`config.mk`:
```
export PLATFORM = sky130hd
export DESIGN_NAME = jstk_cursor_ctrl
export DESIGN_NICKNAME = d
export VERILOG_FILES = /design/src/rtl/jstk_cursor_ctrl.sv
export SDC_FILE = /design/constraint.sdc
export NUM_CORES = 1
export LEC_CHECK = 0
export BUFFER_PORTS_ARGS = -buffer_cell sky130_fd_sc_hd__buf_2
export CORE_MARGIN = 3
export CORE_UTILIZATION = 49
export DETAILED_ROUTE_END_ITERATION = 10
export PLACE_DENSITY = 0.67
export SYNTH_ARGS = -nofsm -noshare
export SYNTH_HDL_FRONTEND = slang
export SYNTH_SLANG_ARGS = --single-unit
```
`constraint.sdc`:
```
create_clock -name clk -period 4.8 [get_ports clk]
set_clock_uncertainty 0.15 [all_clocks]
set_input_delay 0.48 -clock clk [delete_from_list [all_inputs] [get_ports clk]]
set_output_delay 0.48 -clock clk [all_outputs]
set_load 0.05 [all_outputs]
```
`src/rtl/jstk_cursor_ctrl.sv`:
```
// Joystick input conditioning: axis decode, per-axis press/hold auto-repeat cursor,
// and single-cycle place/fire strobes from joystick buttons and a debounced board button.
module jstk_cursor_ctrl #(
    parameter int unsigned GRID_N      = 9,
    parameter int unsigned LOW_TH      = 350,
    parameter int unsigned HIGH_TH     = 650,
    parameter int unsigned REPEAT_DLY  = 25000000,
    parameter int unsigned REPEAT_RATE = 10000000,
    parameter int unsigned DEB_CYCLES  = 1000000
) (
    input  logic        clk,
    input  logic        reset_n,
    input  logic [39:0] jstk_data,
    input  logic        btnr,
    input  logic        enable,
    output logic [3:0]  sel_row,
    output logic [3:0]  sel_col,
    output logic        place_pulse,
    output logic        fire_pulse
);

    typedef enum logic [1:0] {DirNone, DirNeg, DirPos} dir_e;
    typedef enum logic [1:0] {StIdle, StDelay, StRepeat} state_e;

    localparam logic [3:0] CenterPos = 4'(GRID_N / 2);
    localparam logic [3:0] MaxPos    = 4'(GRID_N - 1);

    logic [1:0][9:0] axis_val;
    logic [1:0][3:0] axis_pos;

    // Axis 0 is x (drives the column), axis 1 is y (drives the row).
    assign axis_val[0] = {jstk_data[9:8], jstk_data[23:16]};
    assign axis_val[1] = {jstk_data[25:24], jstk_data[39:32]};

    logic unused_bits;
    assign unused_bits = ^{jstk_data[31:26], jstk_data[15:10], jstk_data[7:3], jstk_data[1]};

    function automatic logic [3:0] step_pos(input logic [3:0] p, input dir_e d);
        logic [3:0] r;
        r = p;
        if (d == DirNeg && p != 4'd0) begin
            r = p - 4'd1;
        end else if (d == DirPos && p != MaxPos) begin
            r = p + 4'd1;
        end
        return r;
    endfunction

    for (genvar a = 0; a < 2; a++) begin : g_axis
        dir_e        dir_d;
        dir_e        dir_q;
        dir_e        last_q;
        state_e      st_q;
        logic [31:0] cnt_q;
        logic [31:0] limit;
        logic [3:0]  pos_q;

        // Direction is squashed while disabled so a held deflection re-presses on enable.
        always_comb begin
            dir_d = DirNone;
            if (enable) begin
                if ({22'd0, axis_val[a]} < LOW_TH) begin
                    dir_d = DirNeg;
                end else if ({22'd0, axis_val[a]} > HIGH_TH) begin
                    dir_d = DirPos;
                end
            end
        end

        assign limit = (st_q == StDelay) ? 32'(REPEAT_DLY - 1) : 32'(REPEAT_RATE - 1);

        always_ff @(posedge clk or negedge reset_n) begin
            if (!reset_n) begin
                dir_q  <= DirNone;
                last_q <= DirNone;
                st_q   <= StIdle;
                cnt_q  <= '0;
                pos_q  <= CenterPos;
            end else begin
                dir_q <= dir_d;
                if (!enable) begin
                    st_q  <= StIdle;
                    cnt_q <= '0;
                end else begin
                    unique case (st_q)
                        StIdle: begin
                            cnt_q <= '0;
                            if (dir_q != DirNone) begin
                                pos_q  <= step_pos(pos_q, dir_q);
                                last_q <= dir_q;
                                st_q   <= StDelay;
                            end
                        end
                        StDelay, StRepeat: begin
                            if (dir_q == DirNone) begin
                                st_q  <= StIdle;
                                cnt_q <= '0;
                            end else if (dir_q != last_q) begin
                                pos_q  <= step_pos(pos_q, dir_q);
                                last_q <= dir_q;
                                cnt_q  <= '0;
                                st_q   <= StDelay;
                            end else if (cnt_q == limit) begin
                                pos_q <= step_pos(pos_q, dir_q);
                                cnt_q <= '0;
                                st_q  <= StRepeat;
                            end else begin
                                cnt_q <= cnt_q + 32'd1;
                            end
                        end
                        default: begin
                            st_q  <= StIdle;
                            cnt_q <= '0;
                        end
                    endcase
                end
            end
        end

        assign axis_pos[a] = pos_q;
    end

    assign sel_col = axis_pos[0];
    assign sel_row = axis_pos[1];

    logic        prev_c_q;
    logic        prev_z_q;
    logic [1:0]  sync_q;
    logic        acc_q;
    logic        acc_prev_q;
    logic [31:0] deb_cnt_q;
    logic        place_q;
    logic        fire_q;
    logic        place_d;
    logic        fire_d;

    assign place_d = enable & ((jstk_data[0] & ~prev_c_q) | (acc_q & ~acc_prev_q));
    assign fire_d  = enable & jstk_data[2] & ~prev_z_q;

    // History and debounce keep running while disabled so held buttons never pulse on enable.
    always_ff @(posedge clk or negedge reset_n) begin
        if (!reset_n) begin
            prev_c_q   <= 1'b0;
            prev_z_q   <= 1'b0;
            sync_q     <= '0;
            acc_q      <= 1'b0;
            acc_prev_q <= 1'b0;
            deb_cnt_q  <= '0;
            place_q    <= 1'b0;
            fire_q     <= 1'b0;
        end else begin
            prev_c_q   <= jstk_data[0];
            prev_z_q   <= jstk_data[2];
            sync_q     <= {sync_q[0], btnr};
            acc_prev_q <= acc_q;
            if (sync_q[1] == acc_q) begin
                deb_cnt_q <= '0;
            end else if (deb_cnt_q == 32'(DEB_CYCLES - 1)) begin
                acc_q     <= sync_q[1];
                deb_cnt_q <= '0;
            end else begin
                deb_cnt_q <= deb_cnt_q + 32'd1;
            end
            place_q <= place_d;
            fire_q  <= fire_d;
        end
    end

    assign place_pulse = place_q;
    assign fire_pulse  = fire_q;

endmodule

```
Yosys cells after proc, flatten, opt, wreduce, memory -nomap -nowiden
Index checks and enable logic that the tools add are counted.
{"block": "classes", "addsub": 7, "n_lt_le_gt_ge": 4, "eq_ne": 28, "muxes": 54, "n_bitwise": 10, "reduce_logical": 23}
{"op": "2-to-1 mux 32 bit", "count": 12}
{"op": "adder 32 x 1 -> 32 bit, second input constant", "count": 3}
{"op": "equality test 32 x 25 -> 1 bit", "count": 2}
{"op": "2-to-1 mux 25 bit", "count": 2}
{"op": "2-to-1 mux 4 bit", "count": 12}
{"op": "2-to-1 mux 2 bit", "count": 22}
{"op": "equality test 32 x 20 -> 1 bit, second input constant", "count": 1}
{"op": "> comparator 10 bit, second input constant", "count": 2}
{"op": "< comparator 10 x 9 -> 1 bit, second input constant", "count": 2}
{"op": "AND reduction 5 bit", "count": 4}
{"op": "case mux 2 bit (2 select lines)", "count": 4}
{"op": "case mux 4 bit (2 select lines)", "count": 2}
{"op": "!= test 2 bit, second input constant", "count": 6}
{"op": "!= test 3 bit, second input constant", "count": 4}
{"op": "!= test 5 bit, second input constant", "count": 2}
{"op": "adder 4 x 1 -> 4 bit, second input constant", "count": 2}
{"op": "equality test 2 x 1 -> 1 bit, second input constant", "count": 4}
{"op": "equality test 2 bit, second input constant", "count": 4}
{"op": "zero test 2 bit", "count": 4}
{"op": "!= test 4 bit, second input constant", "count": 2}
{"op": "nonzero test 2 bit", "count": 4}
{"op": "nonzero test 4 bit", "count": 2}
{"op": "subtractor 4 x 1 -> 4 bit, second input constant", "count": 2}
{"op": "AND reduction 2 bit", "count": 3}
{"op": "other kinds (7)", "count": 19}
{"block": "word_totals", "reg_bits": 124, "input_bits": 44, "output_inout_bits": 10, "elab_cells": 144}

Logic depth before layout (Yosys ltp)
Gate-level depths: netlist (run 1).
{"block": "logic_depth", "ltp_word": 8, "mapped_depth": 9, "mapped_depth_nobuf": 9}

Worst setup path after synthesis (run 1)
No wires, ideal clock.
{"block": "synth_path", "path_kind": "register to register", "from": "register g_axis[1].pos_q[1], in the netlist sel_row[1]", "to": "register g_axis[1].pos_q[3], in the netlist sel_row[3]", "setup_ns": 0.082, "t_arrival_ns": 2.435, "required_ns": 4.568, "path_slack_ns": 2.133, "path_stages_with_launch": 10, "n_path_buf": 0, "synth_period_minus_slack_ns": 2.667, "path_cell_list": "dfrtp_1 > or4_1 > nand3b_1 > inv_1 > ha_1 > a21o_1 > a21oi_1 > xnor2_1 > a211oi_1 > xor2_1"}
{"block": "synth_via", "elab_chain_cells": 8, "elab_cells_between_ends": 13, "classes_between": "add/sub (2); eq/ne (1); mux (7); reduce/logical (3)"}
{"item": "start: declaration", "line": "56", "rtl": "logic [3:0] pos_q;"}
{"item": "start signal: assignment", "line": "78", "rtl": "pos_q <= CenterPos;"}
{"item": "start signal: assignment", "line": "89", "rtl": "pos_q <= step_pos(pos_q, dir_q);"}
{"item": "start signal: assignment", "line": "99", "rtl": "pos_q <= step_pos(pos_q, dir_q);"}
{"item": "branches (longest 3 deep; another with adder 4 x 1 -> 4 bit)"}
{"item": "2-to-1 mux 4 bit (*)", "line": "41", "rtl": "if (d == DirNeg && p != 4'd0) begin"}
{"item": "2-to-1 mux 4 bit", "line": "103", "rtl": "end else if (cnt_q == limit) begin"}
{"item": "2-to-1 mux 4 bit", "line": "98", "rtl": "end else if (dir_q != last_q) begin"}
{"item": "2-to-1 mux 4 bit", "line": "95", "rtl": "if (dir_q == DirNone) begin"}
{"item": "case mux 4 bit (2 select lines) (*)", "line": "85", "rtl": "unique case (st_q)"}
Every way passes the cells marked *. The select of a mux whose other input is x is not followed.
A chain may end at the register's enable or synchronous reset.

Final worst setup path (run 1)
{"block": "layout_path", "from": "register g_axis[0].cnt_q[0]", "to": "register g_axis[0].st_q[1]"}
{"block": "layout_via", "elab_chain_cells": 3}
{"item": "start: declaration", "line": "54", "rtl": "logic [31:0] cnt_q;"}
{"item": "start signal: assignment", "line": "108", "rtl": "cnt_q <= cnt_q + 32'd1;"}
{"item": "equality test 32 x 25 -> 1 bit", "line": "103"}
{"item": "!= test 5 bit (no line)"}
{"item": "AND reduction 2 bit (no line)"}
{"item": "end signal: assignment", "line": "102", "rtl": "st_q <= StDelay;"}
{"item": "end signal: assignment", "line": "106", "rtl": "st_q <= StRepeat;"}
{"item": "end signal: assignment", "line": "112", "rtl": "st_q <= StIdle;"}
{"item": "end: declaration", "line": "53", "rtl": "state_e st_q;"}
No other way between the ends.

==> results of run 1 <==
==> sequential cells by signal (all words and copies together) (netlist names) <==
name,cells
acc_prev_q,1
acc_q,1
deb_cnt_q,32
fire_pulse,1
g_axis.cnt_q,64
g_axis.dir_q,4
g_axis.last_q,4
g_axis.st_q,4
place_pulse,1
prev_c_q,1
prev_z_q,1
sel_col,4
sel_row,4
sync_q,2
==> layer usage <==
metal,vias to the layer above,track usage [%],wire length [µm]
li1,2435,-,-
met1,2433,26.1,6250
met2,74,32.4,6550
met3,11,4.80,448
met4,0,6.52,139
met5,-,0,0
==> critical path: stages, from the launching register on <==
cell and delay, ns:
dfrtp_1 0.38, ha_1 0.21, and3_1 0.20, nand3_1 0.16, nor3_1 0.49, a311o_2 0.71, o21ai_2 0.14, a32o_1 0.23
==> final cells by class <==
type | instances | share of cell area (%)
Inverter | 27 | 1.37
Clock buffer | 23 | 6.35
Multi-Input combinational cell | 514 | 43.1
Sequential cell | 124 | 42.1
Tap cell | 172 | 2.92
Timing Repair Buffer | 39 | 2.85
Clock inverter | 8 | 1.26
==> logic make-up after synthesis <==
family | Yosys count | synth area share [%]
buf+inv | 46 | 3.03
xor+xnor | 98 | 13.2
compound gates | 57 | 6.16
flops | 124 | 47.9
mux | 4 | 0.656
fa+ha+maj | 15 | 3.13
simple gates | 340 | 25.9
==> power groups by stage <==
stage	combinational, mW	clock (mW)	sequential, mW
2_1_floorplan	0.201	0	1.30
3_3_place_gp	0.423	0	1.18
6_report	0.437	1.22	1.18
3_5_place_dp	0.437	0	1.19
4_1_cts	0.442	1.24	1.17
5_1_grt	0.477	1.29	1.18
==> through the flow <==
step | std cells | power (mW) | worst slack [ns]
global placement | 875 | 1.61 | 2.05
detailed placement | 875 | 1.63 | 1.97
floorplan | 684 | 1.50 | 2.13
finish | 907 | 2.83 | 2.00
global route | 907 | 2.95 | 1.77
CTS | 907 | 2.86 | 1.94
==> how the worst max path moves through the flow <==
| stage | from | to | slack [ns] | cells past startpoint |
|---|---|---|---|---|
| floorplan | sel_row[1] | sel_row[3] | 2.13 | 9 |
| global placement | g_axis[0].cnt_q[0] | g_axis[0].st_q[0] | 2.05 | 7 |
| detailed placement | g_axis[0].cnt_q[0] | g_axis[0].st_q[1] | 1.97 | 7 |
| CTS | g_axis[0].cnt_q[0] | g_axis[0].st_q[1] | 1.94 | 7 |
| global route | g_axis[0].cnt_q[0] | g_axis[0].st_q[0] | 1.77 | 7 |
| finish | g_axis[0].cnt_q[0] | g_axis[0].st_q[1] | 2.00 | 7 |
==> cells in the mapped netlist, drive strengths merged, types with 3 or more instances <==
master and number:
a211oi 5, a21o 4, a21oi 15, and2 5, and3 17, and4 12
buf 8, clkbuf 11, dfrtp 122, ha 13, inv 27, nand2 64
nand3 40, nand3b 3, nand4 19, nor2 120, nor3 18, nor4 13
nor4b 5, o21ai 15, or2 5, or3 7, or4 3, xnor2 50
xor2 48
==> impl_metrics.env, run 1 <==
export IMPL_cts_resized=0
export IMPL_syn_nets=743
export IMPL_hold_ws_ns=0.0275
export IMPL_worstRegToRegCells=7
export IMPL_synth_top_area_share_pct=47.1
export IMPL_dieArea_um2=14600
export IMPL_nNetsFinal=782
export IMPL_netlist_area_um2=6480
export IMPL_hpwl_um=9260
export IMPL_ir_drop_mv=0.251
export IMPL_postCtsSetupBuffers=0
export IMPL_ys_ff_latch=124
export IMPL_tightest_slew_ns=0.753
export IMPL_hp_start="btnr"
export IMPL_ant_nets=0
export IMPL_synth_edf_count=0
export IMPL_area_growth_pct=13.7
export IMPL_cts_buffers=17
export IMPL_p_sw_share_pct=27.9
export IMPL_setup_tns_final_ns=0
export IMPL_first_iter_violations=371
export IMPL_regToRegEndpoint="g_axis[0].st_q[1]"
export IMPL_worstPathArrival_ns=2.94
export IMPL_chipHeight_um=121
export IMPL_syn_inst=684
export IMPL_clockBufferDepth=2
export IMPL_portBuffers=35
export IMPL_grt_pass1_wl_um=23500
export IMPL_final_cell_mix="122 x dfrtp_1, 120 x nor2_1, 64 x nand2_1"
export IMPL_diodes=0
export IMPL_root_buffer="clkbuf_16"
export IMPL_ys_types=56
export IMPL_finalCritPeriodShare_pct=58.3
export IMPL_worst_hold_path_endpoint="sync_q[0]"
export IMPL_drt_wl_total_um=13400
export IMPL_synthTopCellsByArea="dfrtp_1 47%, nor2_1 6.9%, xnor2_1 6.8%, xor2_1 6.5%, nand2_1 3.7%"
export IMPL_fin_area_um2=7370
export IMPL_seq_area_frac_synth_pct=47.9
export IMPL_final_core_util_pct=57.7
export IMPL_fillCellCount=1116
export IMPL_synth_area_leader_cell="dfrtp_1"
export IMPL_initial_utilization_pct=50.7
export IMPL_vias_per_cell=5.46
export IMPL_firstDrtPassIters=6
export IMPL_vias=4953
export IMPL_leakage_nw=3.09
export IMPL_p_sw_mw=0.789
export IMPL_setup_violations_final=0
export IMPL_die_x_um=121
export IMPL_critPathMaxFanout=34
export IMPL_ctsHoldBuffers=1
export IMPL_rows=41
export IMPL_power_density_nw_per_um2=384
export IMPL_max_freq_ghz=0.357
export IMPL_ys_warn_count=0
export IMPL_rrSetupSlack_ns=2.00
export IMPL_grtUsageTotal_pct=19.8
export IMPL_reg2reg_from="g_axis[0].cnt_q[0]"
export IMPL_combPwrFrac_pct=15.4
export IMPL_end_kind="flop"
export IMPL_synth_async_sr_flop_share_pct=100
export IMPL_regArea_um2=3110
export IMPL_clkLatencyLatePin_ns=0.41
export IMPL_clock_sinks=124
export IMPL_multiInputGateArea_um2=3180
export IMPL_grt_max_degree=51
export IMPL_ios=54
export IMPL_start_kind="flop"
export IMPL_globalRouteOverflowTotal=0
export IMPL_h_tree_depth=4
export IMPL_antenna_found_initial=0
export IMPL_dpl_cell_area_um2=6800
export IMPL_cts_tree="done"
export IMPL_cp_required_ns=4.94
export IMPL_cap_viol_max_count=0
export IMPL_worst_setup_path_type="reg -> reg"
export IMPL_outcome="finished, final reports clean"
export IMPL_seq_power_share_pct=41.6
export IMPL_relSlewSlack_pct=49.3
export IMPL_final_max_slew_viol_count=0
export IMPL_place_congestion=0.818
export IMPL_rsz0062_at_grt="no"
export IMPL_p_int_mw=2.04
export IMPL_clk_pin_slew_worst_paths_ns=0.05
export IMPL_final_common_cell="dfrtp_1"
export IMPL_avgSynthCellArea_um2=9.48
export IMPL_hold_violations=0
export IMPL_drc_errors=0
export IMPL_ys_flop_type="dfrtp_1"
export IMPL_wl_per_cell_um=14.8
export IMPL_grt_pass1_vias=5036
export IMPL_core_area_um2=12800
export IMPL_hold_depth=1
export IMPL_clkPwrFrac_pct=43.0
export IMPL_fin_crit_ns=2.80
export IMPL_drive_gt1_share_pct=10.9
export IMPL_min_path_type="in -> reg"
Note: power is estimated with default switching activity, not from simulation.
==> run 2, diff against run 1 <==
clock period = 2.8 ns   (was 4.8 ns; I/O delays follow)
==> run 2 against run 1 <==
Against the previous run:
- maximum frequency is 6.4% higher
- die area is the same
- non-clock buffer count up 16
- critical path type unchanged
- routed wire length grew 1.9%
- power is 86% higher
- first-iteration DRC count grew 1.9%
- sequential share of layout area shrank 1.7 points
- clock power up 100%
- cell count grew 1.8%
- setup slack got worse by 1.8 ns
==> impl_metrics.env, run 2 (synthesized netlist as in run 1, its figures left out) <==
export IMPL_regMostFlops="g_axis.cnt_q"
export IMPL_globalRouteOverflowTotal=0
export IMPL_cp_required_ns=2.99
export IMPL_grt_max_degree=56
export IMPL_outcome="finished, final reports clean"
export IMPL_setup_violations_final=0
export IMPL_first_iter_violations=378
export IMPL_vias=5042
export IMPL_critPathMaxFanout=5
export IMPL_vias_per_cell=5.46
export IMPL_fin_crit_ns=2.63
export IMPL_dieArea_um2=14600
export IMPL_nNetsFinal=798
export IMPL_postCtsSetupBuffers=0
export IMPL_fin_area_um2=7690
export IMPL_max_freq_ghz=0.380
export IMPL_clock_sinks=124
export IMPL_busiest_layer="met2"
export IMPL_cts_resized=0
export IMPL_regToRegEndpoint="sel_row[2]"
export IMPL_drc_errors=0
export IMPL_ant_nets=0
export IMPL_reg2reg_from="g_axis[1].st_q[1]"
export IMPL_min_path_type="in -> reg"
export IMPL_start_kind="flop"
export IMPL_ios=54
export IMPL_die_x_um=121
export IMPL_firstDrtPassIters=5
export IMPL_worstSetupStartpoint="g_axis[1].st_q[1]"
export IMPL_worstPathArrival_ns=2.82
export IMPL_final_cell_mix="122 x dfrtp_1, 120 x nor2_1, 64 x nand2_1"
export IMPL_clk_pin_slew_worst_paths_ns=0.05
export IMPL_grt_pass1_vias=4994
export IMPL_clockBufferDepth=2
export IMPL_wl_per_cell_um=14.8
export IMPL_leakage_nw=3.23
export IMPL_final_max_slew_viol_count=0
export IMPL_final_common_cell="dfrtp_1"
export IMPL_met3_usage_pct=5.03
export IMPL_portBuffers=35
export IMPL_root_buffer="clkbuf_16"
export IMPL_rsz0062_at_grt="no"
export IMPL_core_area_um2=12800
export IMPL_fillCellCount=1076
export IMPL_worst_setup_path_type="reg -> reg"
export IMPL_grt_use_met2_pct=32.7
export IMPL_initial_utilization_pct=50.7
export IMPL_total_power_mw=5.27
export IMPL_top_regs="g_axis.cnt_q (64), deb_cnt_q (32)"
export IMPL_hold_ws_ns=0.0493
export IMPL_chipHeight_um=121
export IMPL_setup_tns_final_ns=0
export IMPL_h_tree_depth=4
export IMPL_diodes=0
export IMPL_antenna_found_initial=0
export IMPL_cts_buffers=17
export IMPL_dp_cells=878
export IMPL_cap_viol_max_count=0
export IMPL_power_density_nw_per_um2=686
export IMPL_cts_tree="done"
export IMPL_relSlewSlack_pct=50.9
export IMPL_fin_cells=923
export IMPL_drive_gt1_share_pct=11.5
export IMPL_ir_drop_mv=0.416
export IMPL_grt_pass1_wl_um=23500
export IMPL_dpl_cell_area_um2=6870
export IMPL_place_congestion=0.866
export IMPL_clkLatencyLatePin_ns=0.42
export IMPL_area_growth_pct=18.6
export IMPL_rrSetupSlack_ns=0.17
export IMPL_ctsHoldBuffers=14
export IMPL_largest_reg_flops=64
export IMPL_drt_wl_total_um=13600
export IMPL_hold_violations=0
export IMPL_grt_use_met1_pct=26.1
export IMPL_hpwl_um=9300
export IMPL_end_kind="flop"
export IMPL_finalCritPeriodShare_pct=93.9
export IMPL_grtUsageTotal_pct=19.9
export IMPL_endpoint="sel_row[2]"
export IMPL_rows=41
export IMPL_tightest_slew_ns=0.737
export IMPL_worstRegToRegCells=7
run 2: cell types whose count changed in the layout (fill, tap and decap cells not counted), sizes merged:
cell,change
clkbuf,-3
bufinv,+4
clkinv,-4
dlygate4sd3,+13
buf,+3
clkinvlp,+3
run 2: how the worst min path moves through the flow:
stage / slack [ns] / to / cells past startpoint / from
final: 0.05 / fire_pulse / 3 / enable
after global routing: 0.05 / fire_pulse / 3 / enable
after CTS: 0.04 / fire_pulse / 3 / enable
after detailed placement: 0.18 / sync_q[1] / 0 / sync_q[0]
after global placement: 0.18 / sync_q[1] / 0 / sync_q[0]
after floorplan: -0.17 / acc_prev_q / 0 / reset_n
run 2: layer usage:
metal  vias up  part of all wire, %
li1       2458                    -
met1      2481                   45
met2        85                   50
met3        18                  3.5
met4         0                  1.4
met5         -                    0
run 2: metrics by stage:
stage | setup WS, ns | util (%)
after floorplan | 0.133 | -
after global placement | 0.264 | 53.8
after detailed placement | 0.220 | 53.8
after CTS | 0.190 | 60.2
after global routing | 0.0319 | 60.2
final | 0.171 | 60.2
run 2: final cells by class:
cell class	count	area (µm²)	area share (%)
Tap cell	172	215	2.80
Clock buffer	20	457	5.94
Timing Repair Buffer	55	413	5.37
Clock inverter	11	215	2.80
Sequential cell	124	3110	40.4
Inverter	27	101	1.32
Multi-Input combinational cell	514	3180	41.4
run 2: power by group:
part	total, mW	switching [mW]	internal [mW]
registers	2.01	0.111	1.90
logic	0.768	0.494	0.275
clock network	2.50	0.791	1.71
total	5.27	1.39	3.88
run 2: critical path: stages (launching register included):
cell	delay [ns]
dfrtp_1	0.36
inv_1	0.09
ha_1	0.25
a2111o_1	0.38
nor4_1	0.46
nand3_1	0.23
a21oi_2	0.28
mux2_2	0.36
==> run 3, diff against run 2 <==
clock period = 2.9 ns   (was 2.8 ns; I/O delays follow)
==> run 3 against run 2 <==
Against the previous run:
- via count decreased by 1.8%
- count of clock-buffer cells in the layout down 1
- maximum frequency shrank 1.1%
- utilization decreased by 1.2 points
- global-route usage fell by 0.15 points
- routed wire length shrank 2.3%
==> impl_metrics.env, run 3 (synthesized netlist as in run 1, its figures left out) <==
export IMPL_diodes=0
export IMPL_nNetsFinal=795
export IMPL_grtUsageTotal_pct=19.8
export IMPL_globalRouteOverflowTotal=0
export IMPL_first_iter_violations=320
export IMPL_regArea_um2=3110
export IMPL_max_freq_ghz=0.376
export IMPL_setup_violations_final=0
export IMPL_cap_viol_max_count=0
export IMPL_outcome="finished, final reports clean"
export IMPL_clkLatencyLatePin_ns=0.42
export IMPL_end_kind="flop"
export IMPL_antenna_found_initial=0
export IMPL_total_power_mw=4.78
export IMPL_worst_path_buf_inv=1
export IMPL_regMostFlops="g_axis.cnt_q"
export IMPL_slowest_stage="or4_1"
export IMPL_ant_nets=0
export IMPL_worst_setup_path_type="reg -> reg"
export IMPL_ios=54
export IMPL_hpwl_um=9050
export IMPL_cpLargestDelayFamily="simple AND/OR/NAND/NOR gates"
export IMPL_final_common_cell="dfrtp_1"
export IMPL_largest_reg_flops=64
export IMPL_fin_area_um2=7530
export IMPL_h_tree_depth=4
export IMPL_top_regs="g_axis.cnt_q (64), deb_cnt_q (32)"
export IMPL_hold_violations=0
export IMPL_rsz0062_at_grt="no"
export IMPL_dpl_cell_area_um2=6840
export IMPL_worstRegToRegCells=9
export IMPL_min_path_type="in -> reg"
export IMPL_cts_tree="done"
export IMPL_worst_hold_path_endpoint="g_axis[0].dir_q[1]"
export IMPL_path_cells="or4_1 > nand3b_1 > inv_1 > ha_1 > a21o_1 > a21oi_1 > xnor2_1 > a211oi_1 > xor2_1"
export IMPL_clock_sinks=124
export IMPL_fin_crit_ns=2.66
export IMPL_dp_cells=878
export IMPL_reg2reg_from="sel_row[1]"
export IMPL_cp_required_ns=3.09
export IMPL_clk_pin_slew_worst_paths_ns=0.06
export IMPL_leakage_nw=3.16
export IMPL_cts_buffers=17
export IMPL_fin_ws_ns=0.243
export IMPL_final_max_slew_viol_count=0
export IMPL_final_cell_mix="122 x dfrtp_1, 120 x nor2_1, 64 x nand2_1"
export IMPL_final_core_util_pct=58.9
export IMPL_portBuffers=35
export IMPL_wl_per_cell_um=14.5
export IMPL_die_x_um=121
export IMPL_worstPathArrival_ns=2.85
export IMPL_area_growth_pct=16.2
export IMPL_place_congestion=0.840
export IMPL_firstDrtPassIters=4
export IMPL_vias_per_cell=5.38
export IMPL_hp_start="enable"
export IMPL_regToRegEndpoint="sel_row[3]"
export IMPL_finalCritPeriodShare_pct=91.6
export IMPL_hold_depth=3
export IMPL_rows=41
export IMPL_fillCellCount=1058
export IMPL_grt_pass1_vias=5006
export IMPL_root_buffer="clkbuf_16"
export IMPL_path_depth=9
export IMPL_dieArea_um2=14600
export IMPL_max_stage_delay_ns=0.53
export IMPL_ir_drop_mv=0.443
export IMPL_grt_pass1_wl_um=23200
export IMPL_fin_cells=920
export IMPL_initial_utilization_pct=50.7
export IMPL_setup_tns_final_ns=0
export IMPL_vias=4949
export IMPL_power_density_nw_per_um2=635
export IMPL_drive_gt1_share_pct=11.4
export IMPL_drc_errors=0
export IMPL_core_area_um2=12800
export IMPL_relSlewSlack_pct=55.2
export IMPL_tightest_slew_ns=0.667
export IMPL_grt_max_degree=45
export IMPL_multiInputGateArea_um2=3180
export IMPL_critPathMaxFanout=5
export IMPL_drt_wl_total_um=13300
export IMPL_dp_slack_ns=0.268
export IMPL_hold_ws_ns=0.0159
export IMPL_start_kind="flop"
export IMPL_chipHeight_um=121
export IMPL_rrSetupSlack_ns=0.24
export IMPL_clockBufferDepth=2
## run 3: changes by cell type in the layout (fill, tap and decap cells not counted), sizes merged
cell,change
clkbuf,-1
bufinv,-3
clkinv,+4
dlygate4sd3,-3
## run 3: power breakdown
part	switching [mW]	internal (mW)
Clock	0.759	1.34
Sequential	0.105	1.83
Combinational	0.481	0.264
## run 3: repair_timing
| item | in CTS | in global routing |
|---|---|---|
| hold endpoints to repair | 46 | 0 |
| resized for setup | 0 | 0 |
| setup buffers | 0 | 0 |
| hold buffers | 11 | 0 |
## run 3: cell type report
| class | count | share of cell area (%) |
|---|---|---|
| Clock inverter | 12 | 1.98 |
| Clock buffer | 19 | 5.75 |
| Multi-Input combinational cell | 514 | 42.2 |
| Sequential cell | 124 | 41.2 |
| Timing Repair Buffer | 52 | 4.59 |
| Inverter | 27 | 1.35 |
| Tap cell | 172 | 2.86 |
## run 3: worst max path at each step
stage	from	slack [ns]	to
floorplan	sel_row[1]	0.23	sel_row[3]
global placement	sel_row[1]	0.34	sel_row[3]
detailed placement	sel_col[1]	0.27	sel_col[3]
CTS	sel_col[1]	0.25	sel_col[3]
global route	sel_row[1]	0.05	sel_row[3]
finish	sel_row[1]	0.24	sel_row[3]
## run 3: tightest hold or removal path, cell delays in order
cell and delay (ns):
buf_2 0.15, nand2_1 0.07, nor2_1 0.03
## run 3: routing by layer
| layer | track usage (%) | routed length, µm | vias to the layer above |
|---|---|---|---|
| met2 | 32.0 | 6450 | 81 |
| met1 | 25.5 | 6190 | 2398 |
| met5 | 0 | 0 | - |
| li1 | - | - | 2447 |
| met3 | 4.57 | 385 | 23 |
| met4 | 8.64 | 289 | 0 |
